$ cat config.mk
export PLATFORM = sky130hd
export DESIGN_NAME = led_cfg_arb
export DESIGN_NICKNAME = d
export VERILOG_FILES = /design/src/rtl/led_cfg_pkg.sv /design/src/rtl/led_cfg_arb_rr_arb.sv /design/src/rtl/led_cfg_arb.sv
export SDC_FILE = /design/constraint.sdc
export NUM_CORES = 1
export LEC_CHECK = 0
export CORE_ASPECT_RATIO = 0.9
export CORE_MARGIN = 4
export CORE_UTILIZATION = 52
export DETAILED_ROUTE_END_ITERATION = 10
export PLACE_DENSITY = 0.84
export SLEW_MARGIN = 25
export SYNTH_ARGS = -nofsm -noshare
export SYNTH_HDL_FRONTEND = slang
export SYNTH_SLANG_ARGS = --single-unit
$ cat constraint.sdc
create_clock -name clk100 -period 3.5 [get_ports clk100]
set_input_delay 0.7 -clock clk100 [delete_from_list [all_inputs] [get_ports clk100]]
set_output_delay 0.7 -clock clk100 [all_outputs]
set_load 0.02 [all_outputs]
$ cat src/rtl/led_cfg_pkg.sv
// Shared types and helpers for the LED divider configuration arbiter.
// Holds the FSM state encoding, default divider settings and the zero-clamp rule.
package led_cfg_pkg;

  localparam int DIV_W_DEF = 5;
  localparam int DIV_RST_DEF = 24;

  typedef enum logic [2:0] {
    ST_INIT   = 3'd0,
    ST_IDLE   = 3'd1,
    ST_WRITE  = 3'd2,
    ST_HOLD   = 3'd3,
    ST_DECPL  = 3'd4,
    ST_REPLAY = 3'd5
  } state_t;

  // A divider of zero would stall the LED counter, so it is written as one.
  // Works on a 16-bit container; callers zero-extend and truncate.
  function automatic logic [15:0] clamp_div(input logic [15:0] d);
    return (d == 16'd0) ? 16'd1 : d;
  endfunction

endpackage

$ cat src/rtl/led_cfg_arb_rr_arb.sv
// Combinational round-robin winner search: first set request bit after ptr,
// wrapping modulo N.
module rr_arb #(
  parameter int N  = 3,
  parameter int IW = 2
) (
  input  logic [N-1:0]  req,
  input  logic [IW-1:0] ptr,
  output logic          any,
  output logic [IW-1:0] win_idx
);

  logic        found;
  int unsigned idx;

  always_comb begin
    any     = |req;
    win_idx = '0;
    found   = 1'b0;
    idx     = 0;
    for (int i = 1; i <= N; i++) begin
      idx = (int'(ptr) + i) % N;
      if (!found && req[idx]) begin
        win_idx = IW'(idx);
        found   = 1'b1;
      end
    end
  end

endmodule

$ cat src/rtl/led_cfg_arb.sv
// Arbitrates rate-limited divider writes onto the LED counter config port,
// holding off during PR decouple and replaying the last divider afterwards.
module led_cfg_arb
  import led_cfg_pkg::*;
#(
  parameter int               NUM_REQ  = 3,
  parameter int               DIV_W    = DIV_W_DEF,
  parameter logic [DIV_W-1:0] DIV_RST  = DIV_W'(DIV_RST_DEF),
  parameter int               HOLD_CYC = 16
) (
  input  logic                     clk100,
  input  logic                     rstn,
  input  logic [NUM_REQ-1:0]       req_i,
  input  logic [NUM_REQ*DIV_W-1:0] div_req_i,
  output logic [NUM_REQ-1:0]       gnt_o,
  input  logic                     decouple_i,
  output logic [DIV_W-1:0]         div_o,
  output logic                     wren_o,
  output logic [DIV_W-1:0]         cur_div_o,
  output logic                     busy_o,
  output state_t                   state_dbg
);

  // Handshake: req_i[k] is a level held until gnt_o[k] pulses for one cycle;
  // the write to the counter happens in that same cycle (wren_o=1).

  localparam int IW = (NUM_REQ > 1) ? $clog2(NUM_REQ) : 1;
  localparam int CW = $clog2(HOLD_CYC + 1);
  localparam logic [CW-1:0] HOLD_LOAD = CW'(HOLD_CYC - 2);

  state_t               state, nxt;
  logic [IW-1:0]        ptr, win;
  logic [DIV_W-1:0]     win_div, div_q, cur_q, div_sel, req_div;
  logic [CW-1:0]        cnt;
  logic                 any, wren;
  logic [IW-1:0]        win_idx;
  logic [NUM_REQ-1:0]   gnt;

  rr_arb #(
    .N  (NUM_REQ),
    .IW (IW)
  ) u_rr_arb (
    .req     (req_i),
    .ptr     (ptr),
    .any     (any),
    .win_idx (win_idx)
  );

  assign req_div = div_req_i[int'(win_idx)*DIV_W +: DIV_W];

  always_comb begin
    nxt     = state;
    wren    = 1'b0;
    gnt     = '0;
    div_sel = div_q;
    case (state)
      ST_INIT: begin
        if (decouple_i) begin
          nxt = ST_DECPL;
        end else begin
          wren    = 1'b1;
          div_sel = DIV_RST;
          nxt     = ST_HOLD;
        end
      end
      ST_IDLE: begin
        if (decouple_i)  nxt = ST_DECPL;
        else if (any)    nxt = ST_WRITE;
      end
      ST_WRITE: begin
        if (decouple_i) begin
          nxt = ST_DECPL;
        end else begin
          wren    = 1'b1;
          div_sel = win_div;
          gnt     = NUM_REQ'(1) << win;
          nxt     = ST_HOLD;
        end
      end
      ST_HOLD: begin
        // Exiting at cnt==1 gives HOLD_CYC-2 hold cycles between WRITE and IDLE.
        if (decouple_i)          nxt = ST_DECPL;
        else if (cnt <= CW'(1))  nxt = ST_IDLE;
      end
      ST_DECPL: begin
        if (!decouple_i) nxt = ST_REPLAY;
      end
      ST_REPLAY: begin
        if (decouple_i) begin
          nxt = ST_DECPL;
        end else begin
          wren    = 1'b1;
          div_sel = cur_q;
          nxt     = ST_HOLD;
        end
      end
      default: nxt = ST_INIT;
    endcase
  end

  always_ff @(posedge clk100 or negedge rstn) begin
    if (!rstn) begin
      state   <= ST_INIT;
      ptr     <= IW'(NUM_REQ - 1);
      win     <= '0;
      win_div <= DIV_RST;
      div_q   <= DIV_RST;
      cur_q   <= DIV_RST;
      cnt     <= '0;
    end else begin
      state <= nxt;
      if (nxt == ST_HOLD && state != ST_HOLD) begin
        cnt <= HOLD_LOAD;
      end else if (state == ST_HOLD && cnt != '0) begin
        cnt <= cnt - CW'(1);
      end
      if (state == ST_IDLE && nxt == ST_WRITE) begin
        win     <= win_idx;
        win_div <= DIV_W'(clamp_div(16'(req_div)));
      end
      if (wren) begin
        div_q <= div_sel;
      end
      if (state == ST_WRITE && !decouple_i) begin
        cur_q <= win_div;
        ptr   <= win;
      end
    end
  end

  // The INIT strobe is combinational on state, so it is held off while reset is low.
  assign wren_o    = wren & rstn;
  assign gnt_o     = gnt;
  assign div_o     = div_sel;
  assign cur_div_o = cur_q;
  assign busy_o    = (state != ST_IDLE);
  assign state_dbg = state;

endmodule

==> results.ini, run 1 <==
[min_path]
hp-class = flop to flop

[synth]
synth_seq_cells = 27
synth_nets = 187
synth-main-ff-cell = dfrtp_1
yosysTopAreaCell = dfrtp_1
yosysMostFrequentCell = nand2_1
synthesis.area_per_instance_um2 = 9.64
synthArstFlopShare_pct = 100
netlist_top_cells_count = nand2_1, dfrtp_1, nor2_1, o21ai_0, mux2_2
syn-cell-area_mm2 = 0.00155
ys_types = 40
synth_edf_count = 0
ys_warn_count = 0
synth_top_area_share_pct = 32.2
syn_inst = 161
ys_seq_area_share_pct = 44.1
synthTopCellsByArea = dfrtp_1, dfstp_2, mux2_2, nand2_1, o21ai_0

[sta]
fin_ws_ns = 0.288
rsz0062_at_grt = no
worstMarginPinSlew_ns = 0.624
finalMaxSlewViolations = 0
setup_viol = 0
tns_ns = 0
clock_skew_ns = 0.00386
slew_headroom_pct = 58.4
period_share_pct = 91.8
hold_viol = 0
fmax_mhz = 311
fin_crit_ns = 3.21

[critical_path]
critPathRequiredTime_ns = 2.80
worstPathMaxFanout = 3
cp.arrival_ns = 2.51
critPathCaptureType = primary output
setup.worst_path.start_class = input port
crit_type = input port to primary output

[drt]
wl_per_cell_um = 14.8
postRouteWirelength_mm = 3.58
drc = 0
via_per_inst = 5.52
drtPass1Iterations = 4
vias = 1335
drtIter0Drc = 118
antenna_left = 0

[grt]
antenna_found_initial = 0
grt_pass1_vias = 1352
grt_pass1_wl_mm = 6.09
track_usage_pct = 20.3
grt-ovfl-total = 0
grt_max_degree = 28

[cts]
cts_resized = 0
clkLatencyLatePin_ns = 0.32
cts_buffer_depth = 2
clock-sinks = 27
cts_tree = done
postCtsSetupBuffers = 0
path_clk_slew_ns = 0.15
ctsHoldBuffers = 0
root_buffer = clkbuf_4
h-tree-depth = 1
cts_buffers = 3

[outcome]
status = finished, final reports clean

[die]
core_area_mm2 = 0.00279
die_w_um = 65.6
rows = 18
die_h_um = 59.8
initial_core_util_pct = 55.6
die_area_mm2 = 0.00393
ios = 39

[placed_design]
place_ws_ns = 0.309
dp_hpwl_mm = 2.83
place.gp.congestion = 0.816
port_buffers = 38
dp_cells = 238

[cells_and_area]
drive_gt1_share_pct = 16.8
post-route-util_pct = 72.5
final_cells = 242
area.growth.synth_to_final_pct = 30.5
diodes = 0
fin_nets = 229

[job]
cap_viol_max_count = 0

[pwr]
p_per_area_mw_per_mm2 = 745
leakagePower_nw = 0.836
ir_drop_mv = 0.550

==> worst max-delay path, stage by stage <==
cell	delay, ns
clkdlybuf4s50_1	0.46
nor4b_1	0.39
buf_4	0.19
a22oi_1	0.08
nand2_1	0.08
clkdlybuf4s50_1	0.60
==> area by class of cell <==
cell class | instances | area, µm²
inverters | 8 | 30.0
multi-input cells | 120 | 813
flip-flops and latches | 27 | 684
well taps | 40 | 50.0
clock inverters | 1 | 7.51
clock buffers | 3 | 22.5
fillers | 220 | 767
repair buffers | 43 | 418
==> stage by stage <==
step	total power [mW]	cell area, µm²	hold WS, ns
after floorplan	1.08	1550	0.404
after global placement	1.33	2000	0.448
after detailed placement	1.37	2000	0.455
after CTS	1.52	2030	0.488
after global routing	1.63	2030	0.502
final	1.51	2030	0.485
==> state kept, by name, indices dropped and copies added (netlist names) <==
signal	cells
state_dbg	3
ptr	2
cnt	5
win_div	5
win	2
cur_div_o	5
div_q	5
==> layer usage <==
metal / routed length (µm) / track usage [%] / part of all wire, % / up-vias
met3: 143 / 3.95 / 4.0 / 8
met2: 1830 / 34.1 / 51 / 38
li1: - / - / - / 652
met4: 57 / 7.99 / 1.6 / 0
met5: 0 / 0 / 0 / -
met1: 1560 / 26.1 / 43 / 637
==> cells by family after synthesis <==
kind of cell               share of synthesized area, %
adders and majority gates                          4.03
buffers and inverters                              3.95
DFF                                                44.1
and+or+nand+nor                                    19.0
muxes                                              8.62
xor gates and xnor gates                           2.26
AOI/OAI and AO/OA                                  18.1
==> final timing paths <==
path / startpoint / to / slack [ns] / cells after the start
setup / recovery: decouple_i / div_o[2] / 0.29 / 6
hold / removal: div_q[0]$_DFFE_PN0N_ / div_q[0]$_DFFE_PN0N_ / 0.49 / 2
setup reg to reg: ptr[1]$_DFFE_PN1P_ / win_div[0]$_DFFE_PN0P_ / 0.79 / 7
hold reg to reg: div_q[0]$_DFFE_PN0N_ / div_q[0]$_DFFE_PN0N_ / 0.49 / 2
max in group asynchronous: rstn / ptr[1]$_DFFE_PN1P_ / 2.45 / 2
min in group asynchronous: rstn / cnt[0]$_DFFE_PN0P_ / 0.75 / 2
==> layout by cell type (no fill, tap or decap), drive strengths merged, types with 2 or more instances in the layout <==
cell type / count
buf: 5
a22oi: 3
nor3b: 4
o21ai: 13
a21oi: 9
o211ai: 3
a21o: 5
clkbuf: 3
nor2: 13
nand2: 23
xor2: 3
nor4b: 3
ha: 5
dfstp: 7
dfrtp: 20
nor3: 2
mux2: 11
a31oi: 2
inv: 8
clkdlybuf4s50: 38
nand3: 4
or3: 2
==> power by group <==
part	leakage (nW)	internal, mW	switching, mW	total (mW)
registers	0.315	0.461	0.111	0.572
logic	0.508	0.373	0.426	0.799
clock network	0.0139	0.0437	0.0947	0.138
Note: power is estimated with default switching activity, not from simulation.
==> run 2: changes to the inputs <==
- CORE_UTILIZATION: 52 -> 65
- DONT_BUFFER_PORTS: not set -> 1
- PLACE_DENSITY: 0.84 -> 0.81
==> results.ini, run 2 (same netlist as run 1, synthesis figures left out) <==
[grt]
grt_pass1_vias = 1196  ; -12%
track_usage_pct = 20.9  ; +0.61 points
grt_util_met3_pct = 5.66  ; +1.7 points
grt-busiest-layer = met2
grt_pass1_wl_mm = 5.08  ; -17%
grt-ovfl-total = 0  ; unchanged
grt_max_degree = 29  ; +3.6%
antenna_found_initial = 0  ; unchanged
grtUsageMet1_pct = 23.9  ; -2.1 points
met2_usage_pct = 38.0  ; +3.9 points

[pwr]
p_sw_uw = 582  ; -7.9%
swShare_pct = 44.4  ; +2.6 points
clkPwrFrac_pct = 10.1  ; +0.9 points
leakagePower_nw = 0.675  ; -19%
p_comb_share_pct = 41.9  ; -11 points
ir_drop_mv = 0.579  ; +5.3%
seq_power_share_pct = 48.0  ; +10 points
p_per_area_mw_per_mm2 = 820  ; +10%
p_int_uw = 727  ; -17%

[sta]
finalMaxSlewViolations = 0  ; unchanged
whs_ns = 0.0400  ; -0.445 ns
setup_viol = 0  ; unchanged
period_share_pct = 86.8  ; -5.0 points
rsz0062_at_grt = no
tns_ns = 0  ; unchanged
clock_skew_ns = 0.0131  ; +0.00920 ns
fin_crit_ns = 3.04  ; -0.175 ns
slew_headroom_pct = 39.9  ; -19 points
worstMarginPinSlew_ns = 0.900  ; +0.276 ns
hold_viol = 0  ; unchanged
fmax_mhz = 329  ; +5.8%
fin_ws_ns = 0.463  ; +0.175 ns

[critical_path]
crit_end = gnt_o[0]
path_depth = 3  ; -3
path_delay_family = simple AND/OR/NAND/NOR gates
critPathSlowestCell = nor3b_1
cp.arrival_ns = 2.34  ; -0.17 ns
worstPathMaxFanout = 9  ; +6
rrSetupSlack_ns = 0.90  ; +0.11 ns
crit_type = flop to primary output
r2r_end = win_div[0]$_DFFE_PN0P_
max_stage_delay_ns = 0.66  ; +0.06 ns
setup.worst_path.start_class = flop
cp-startpoint = state_dbg[1]$_DFF_PN0_
path_buf_inv = 1  ; -2
critPathRequiredTime_ns = 2.80  ; about the same
critPathCaptureType = primary output
crit_path_cell_trace = inv_1 -> nor4_2 -> nor3b_1
r2r_cells = 7  ; unchanged
r2r-start = ptr[1]$_DFFE_PN1P_

[cts]
path_clk_slew_ns = 0.15  ; about the same
cts_buffer_depth = 2  ; unchanged
clkLatencyLatePin_ns = 0.32  ; about the same
clock-sinks = 27  ; unchanged
h-tree-depth = 1  ; unchanged
cts_buffers = 3  ; unchanged
root_buffer = clkbuf_4
postCtsSetupBuffers = 0  ; unchanged
cts_resized = 0  ; unchanged
cts_tree = done
ctsHoldBuffers = 0  ; unchanged

[placed_design]
placed_area_mm2 = 0.00157  ; -21%
place.gp.congestion = 0.808  ; -1.0%
place_ws_ns = 0.851  ; +0.542 ns
dp_hpwl_mm = 2.41  ; -15%
dp_cells = 183  ; -23%
port_buffers = 0  ; -100%

[die]
ios = 39  ; unchanged
die_area_mm2 = 0.00324  ; -18%
core_area_mm2 = 0.00222  ; -20%
initial_core_util_pct = 69.9  ; +14 points
die_h_um = 54.4  ; -9.1%
die_w_um = 59.5  ; -9.3%
rows = 16  ; -2

[drt]
vias = 1176  ; -12%
postRouteWirelength_mm = 3.07  ; -14%
drtPass1Iterations = 5  ; +1
wl_per_cell_um = 16.4  ; +11%
via_per_inst = 6.29  ; +14%
drtIter0Drc = 40  ; -66%
antenna_left = 0  ; unchanged
drc = 0  ; unchanged

[cells_and_area]
final_common_cell = nand2_1
final_cells = 187  ; -23%
diodes = 0  ; unchanged
area.growth.synth_to_final_pct = 2.82
drive_gt1_share_pct = 18.8  ; +1.9 points
regArea_um2 = 684  ; unchanged
final_area_mm2 = 0.00160  ; -21%
multiInputGateArea_um2 = 813  ; unchanged
mostFrequentLayoutCells = nand2_1, dfrtp_1, nor2_1, o21ai_0, mux2_2
fillers = 165  ; -25%
fin_nets = 187  ; -18%

[job]
cap_viol_max_count = 0  ; unchanged

[min_path]
hp-class = input port to asynchronous set/reset pin

[outcome]
status = finished, final reports clean

## run 2: worst min-delay path by stage
| stage | slack [ns] | from | to | cells past startpoint |
|---|---|---|---|---|
| after floorplan | 0.40 | rstn | cnt[0]$_DFFE_PN0P_ | 0 |
| after global placement | 0.41 | rstn | ptr[0]$_DFFE_PN0P_ | 0 |
| after detailed placement | 0.41 | rstn | ptr[0]$_DFFE_PN0P_ | 0 |
| after CTS | 0.04 | rstn | ptr[0]$_DFFE_PN0P_ | 0 |
| after global routing | 0.02 | rstn | ptr[0]$_DFFE_PN0P_ | 0 |
| final | 0.04 | rstn | ptr[0]$_DFFE_PN0P_ | 0 |
## run 2: cell type report
cell class / count / share of cell area, %
repair buffers: 1 / 0.470
flip-flops and latches: 27 / 42.9
clock buffers: 3 / 1.41
clock inverters: 1 / 0.313
well taps: 27 / 2.12
inverters: 8 / 1.88
multi-input cells: 120 / 50.9
## run 2: layer usage
metal	wire (µm)	part of all wire (%)
met3	178	5.8
met2	1580	51
met5	0	0
met4	40	1.3
met1	1270	41
## run 2: power by group through the flow
stage               sequential (mW)  combinational, mW  clock [mW]
floorplan                     0.584              0.495           0
global placement              0.624              0.522           0
detailed placement            0.634              0.548           0
CTS                           0.627              0.549       0.135
global route                  0.649              0.617       0.146
finish                        0.628              0.548       0.133
## run 2: stage by stage
stage / utilization (%) / power, mW
final: 71.8 / 1.31
after floorplan: - / 1.08
after CTS: 71.8 / 1.31
after global routing: 71.8 / 1.41
after global placement: 70.6 / 1.15
after detailed placement: 70.6 / 1.18
==> run 3: changes to the inputs <==
- CORE_UTILIZATION: 65 -> 62
- CTS_BUF_LIST: not set -> sky130_fd_sc_hd__clkbuf_16
- CTS_CLUSTER_SIZE: not set -> 30
- PLACE_DENSITY: 0.81 -> 0.78
- clock period: 3.5 -> 2.9 ns (I/O delays scaled with it)
==> results.ini, run 3 (same netlist as run 1, synthesis figures left out) <==
[sta]
slew_headroom_pct = 57.3  ; +17 points
clock_skew_ns = 0.00367  ; -0.00938 ns
setup_viol = 0  ; unchanged
finalMaxSlewViolations = 0  ; unchanged
tns_ns = 0  ; unchanged
fin_crit_ns = 2.65
rsz0062_at_grt = no
hold_viol = 0  ; unchanged
fmax_mhz = 377
period_share_pct = 91.4
whs_ns = 0.00774  ; -0.0323 ns
fin_ws_ns = 0.249  ; -0.215 ns
worstMarginPinSlew_ns = 0.631  ; -0.268 ns

[drt]
wl_per_cell_um = 16.8  ; +2.1%
drtIter0Drc = 86  ; +110%
antenna_left = 0  ; unchanged
vias = 1196  ; +1.7%
postRouteWirelength_mm = 3.24  ; +5.4%
drtPass1Iterations = 4  ; -1
via_per_inst = 6.20  ; -1.5%
drc = 0  ; unchanged

[pwr]
ir_drop_mv = 0.689  ; +19%
p_sw_uw = 716  ; +23%
swShare_pct = 41.1  ; -3.3 points
clkPwrFrac_pct = 17.6  ; +7.5 points
power_mw = 1.74  ; +33%
p_int_mw = 1.03  ; +41%
leakagePower_nw = 0.728  ; +7.8%
p_per_area_mw_per_mm2 = 1030  ; +25%
seq_power_share_pct = 42.5  ; -5.5 points
p_comb_share_pct = 39.9  ; -2.0 points

[placed_design]
placed_area_mm2 = 0.00160  ; +1.9%
dp_cells = 187  ; +2.2%
place.gp.congestion = 0.765  ; -5.3%
dp_hpwl_mm = 2.41  ; -0.24%
port_buffers = 0  ; unchanged
place_ws_ns = 0.307  ; -0.545 ns

[critical_path]
cp-startpoint = state_dbg[0]$_DFF_PN0_
setup.worst_path.start_class = flop
critPathRequiredTime_ns = 2.32  ; -0.48 ns
crit_type = flop to primary output
critPathCaptureType = primary output
worstPathMaxFanout = 6  ; -3
cp.arrival_ns = 2.07  ; -0.27 ns
r2r_cells = 7  ; unchanged
r2r-start = ptr[1]$_DFFE_PN1P_

[cts]
cts_tree = done
clock-sinks = 27  ; unchanged
root_buffer = clkbuf_16
path_clk_slew_ns = 0.06  ; -0.09 ns
cts_buffers = 3  ; unchanged
cts_buffer_depth = 2  ; unchanged
clkLatencyLatePin_ns = 0.26  ; -0.06 ns
h-tree-depth = 1  ; unchanged
postCtsSetupBuffers = 0  ; unchanged

[job]
cap_viol_max_count = 0  ; unchanged

[cells_and_area]
final_cells = 193  ; +3.2%
diodes = 0  ; unchanged
area.growth.synth_to_final_pct = 9.43
post-route-util_pct = 74.5  ; +2.6 points
drive_gt1_share_pct = 20.5  ; +1.7 points
fin_nets = 193  ; +3.2%
final_area_mm2 = 0.00170  ; +6.4%
final_common_cell = nand2_1
mostFrequentLayoutCells = nand2_1, dfrtp_1, nor2_1, o21ai_0, mux2_2
multiInputGateArea_um2 = 813  ; unchanged
regArea_um2 = 684  ; unchanged
fillers = 188  ; +14%

[min_path]
hp-class = input port to asynchronous set/reset pin

[grt]
grt_pass1_wl_mm = 5.38  ; +6.0%
grt-ovfl-total = 0  ; unchanged
track_usage_pct = 20.8  ; -0.10 points
grt_pass1_vias = 1176  ; -1.7%
grt_max_degree = 29  ; unchanged
antenna_found_initial = 0  ; unchanged

[outcome]
status = finished, final reports clean

[die]
rows = 16  ; unchanged
core_area_mm2 = 0.00228  ; +2.7%
initial_core_util_pct = 68.0  ; -1.8 points
die_h_um = 55.5  ; +2.0%
die_w_um = 60.8  ; +2.1%
die_area_mm2 = 0.00337  ; +4.2%
ios = 39  ; unchanged

[run 3: cell types whose count changed in the layout (fill, tap and decap cells not counted)]
| cell | change |
|---|---|
| buf_4 | +4 |
| clkbuf_16 | +3 |
| clkbuf_4 | -3 |
| dlygate4sd3_1 | +2 |
[run 3: power groups by stage]
stage	logic, mW	clock network, mW	registers (mW)
floorplan	0.598	0	0.707
CTS	0.695	0.315	0.741
detailed placement	0.691	0	0.748
finish	0.696	0.307	0.740
global route	0.781	0.327	0.768
global placement	0.659	0	0.738
[run 3: final timing paths]
kind / end / slack (ns)
max: div_o[0] / 0.25
min: div_q[0]$_DFFE_PN0N_ / 0.008
max reg2reg: win_div[0]$_DFFE_PN0P_ / 0.32
min reg2reg: div_q[2]$_DFFE_PN0N_ / 0.47
max in group asynchronous: state_dbg[1]$_DFF_PN0_ / 1.89
min in group clk100: state_dbg[0]$_DFF_PN0_ / 0.38
[run 3: critical path, cell delays in order, from the launching register on]
cell     delay, ns
dfrtp_1       0.54
inv_1         0.22
nor4b_1       0.62
a22oi_1       0.19
nand2_1       0.25
[run 3: repair_timing]
action	CTS	global route
hold buffers	0	2
resized for setup	0	0
hold endpoints to repair	0	8
[run 3: routing by layer]
metal / vias up / global-route usage (%) / wire, µm
met2: 45 / 29.6 / 1530
met3: 4 / 6.06 / 275
met4: 0 / 7.43 / 48
met1: 570 / 29.7 / 1380
met5: - / 0 / 0
li1: 577 / - / -
[run 3: final cells by class]
type                       instances  area share (%)
clock buffer                       3            4.42
clock inverter                     1           0.295
inverter                           8            1.77
multi-input combinational        120            47.9
sequential                        27            40.3
tap                               27            1.99
timing repair buffer               7            3.39
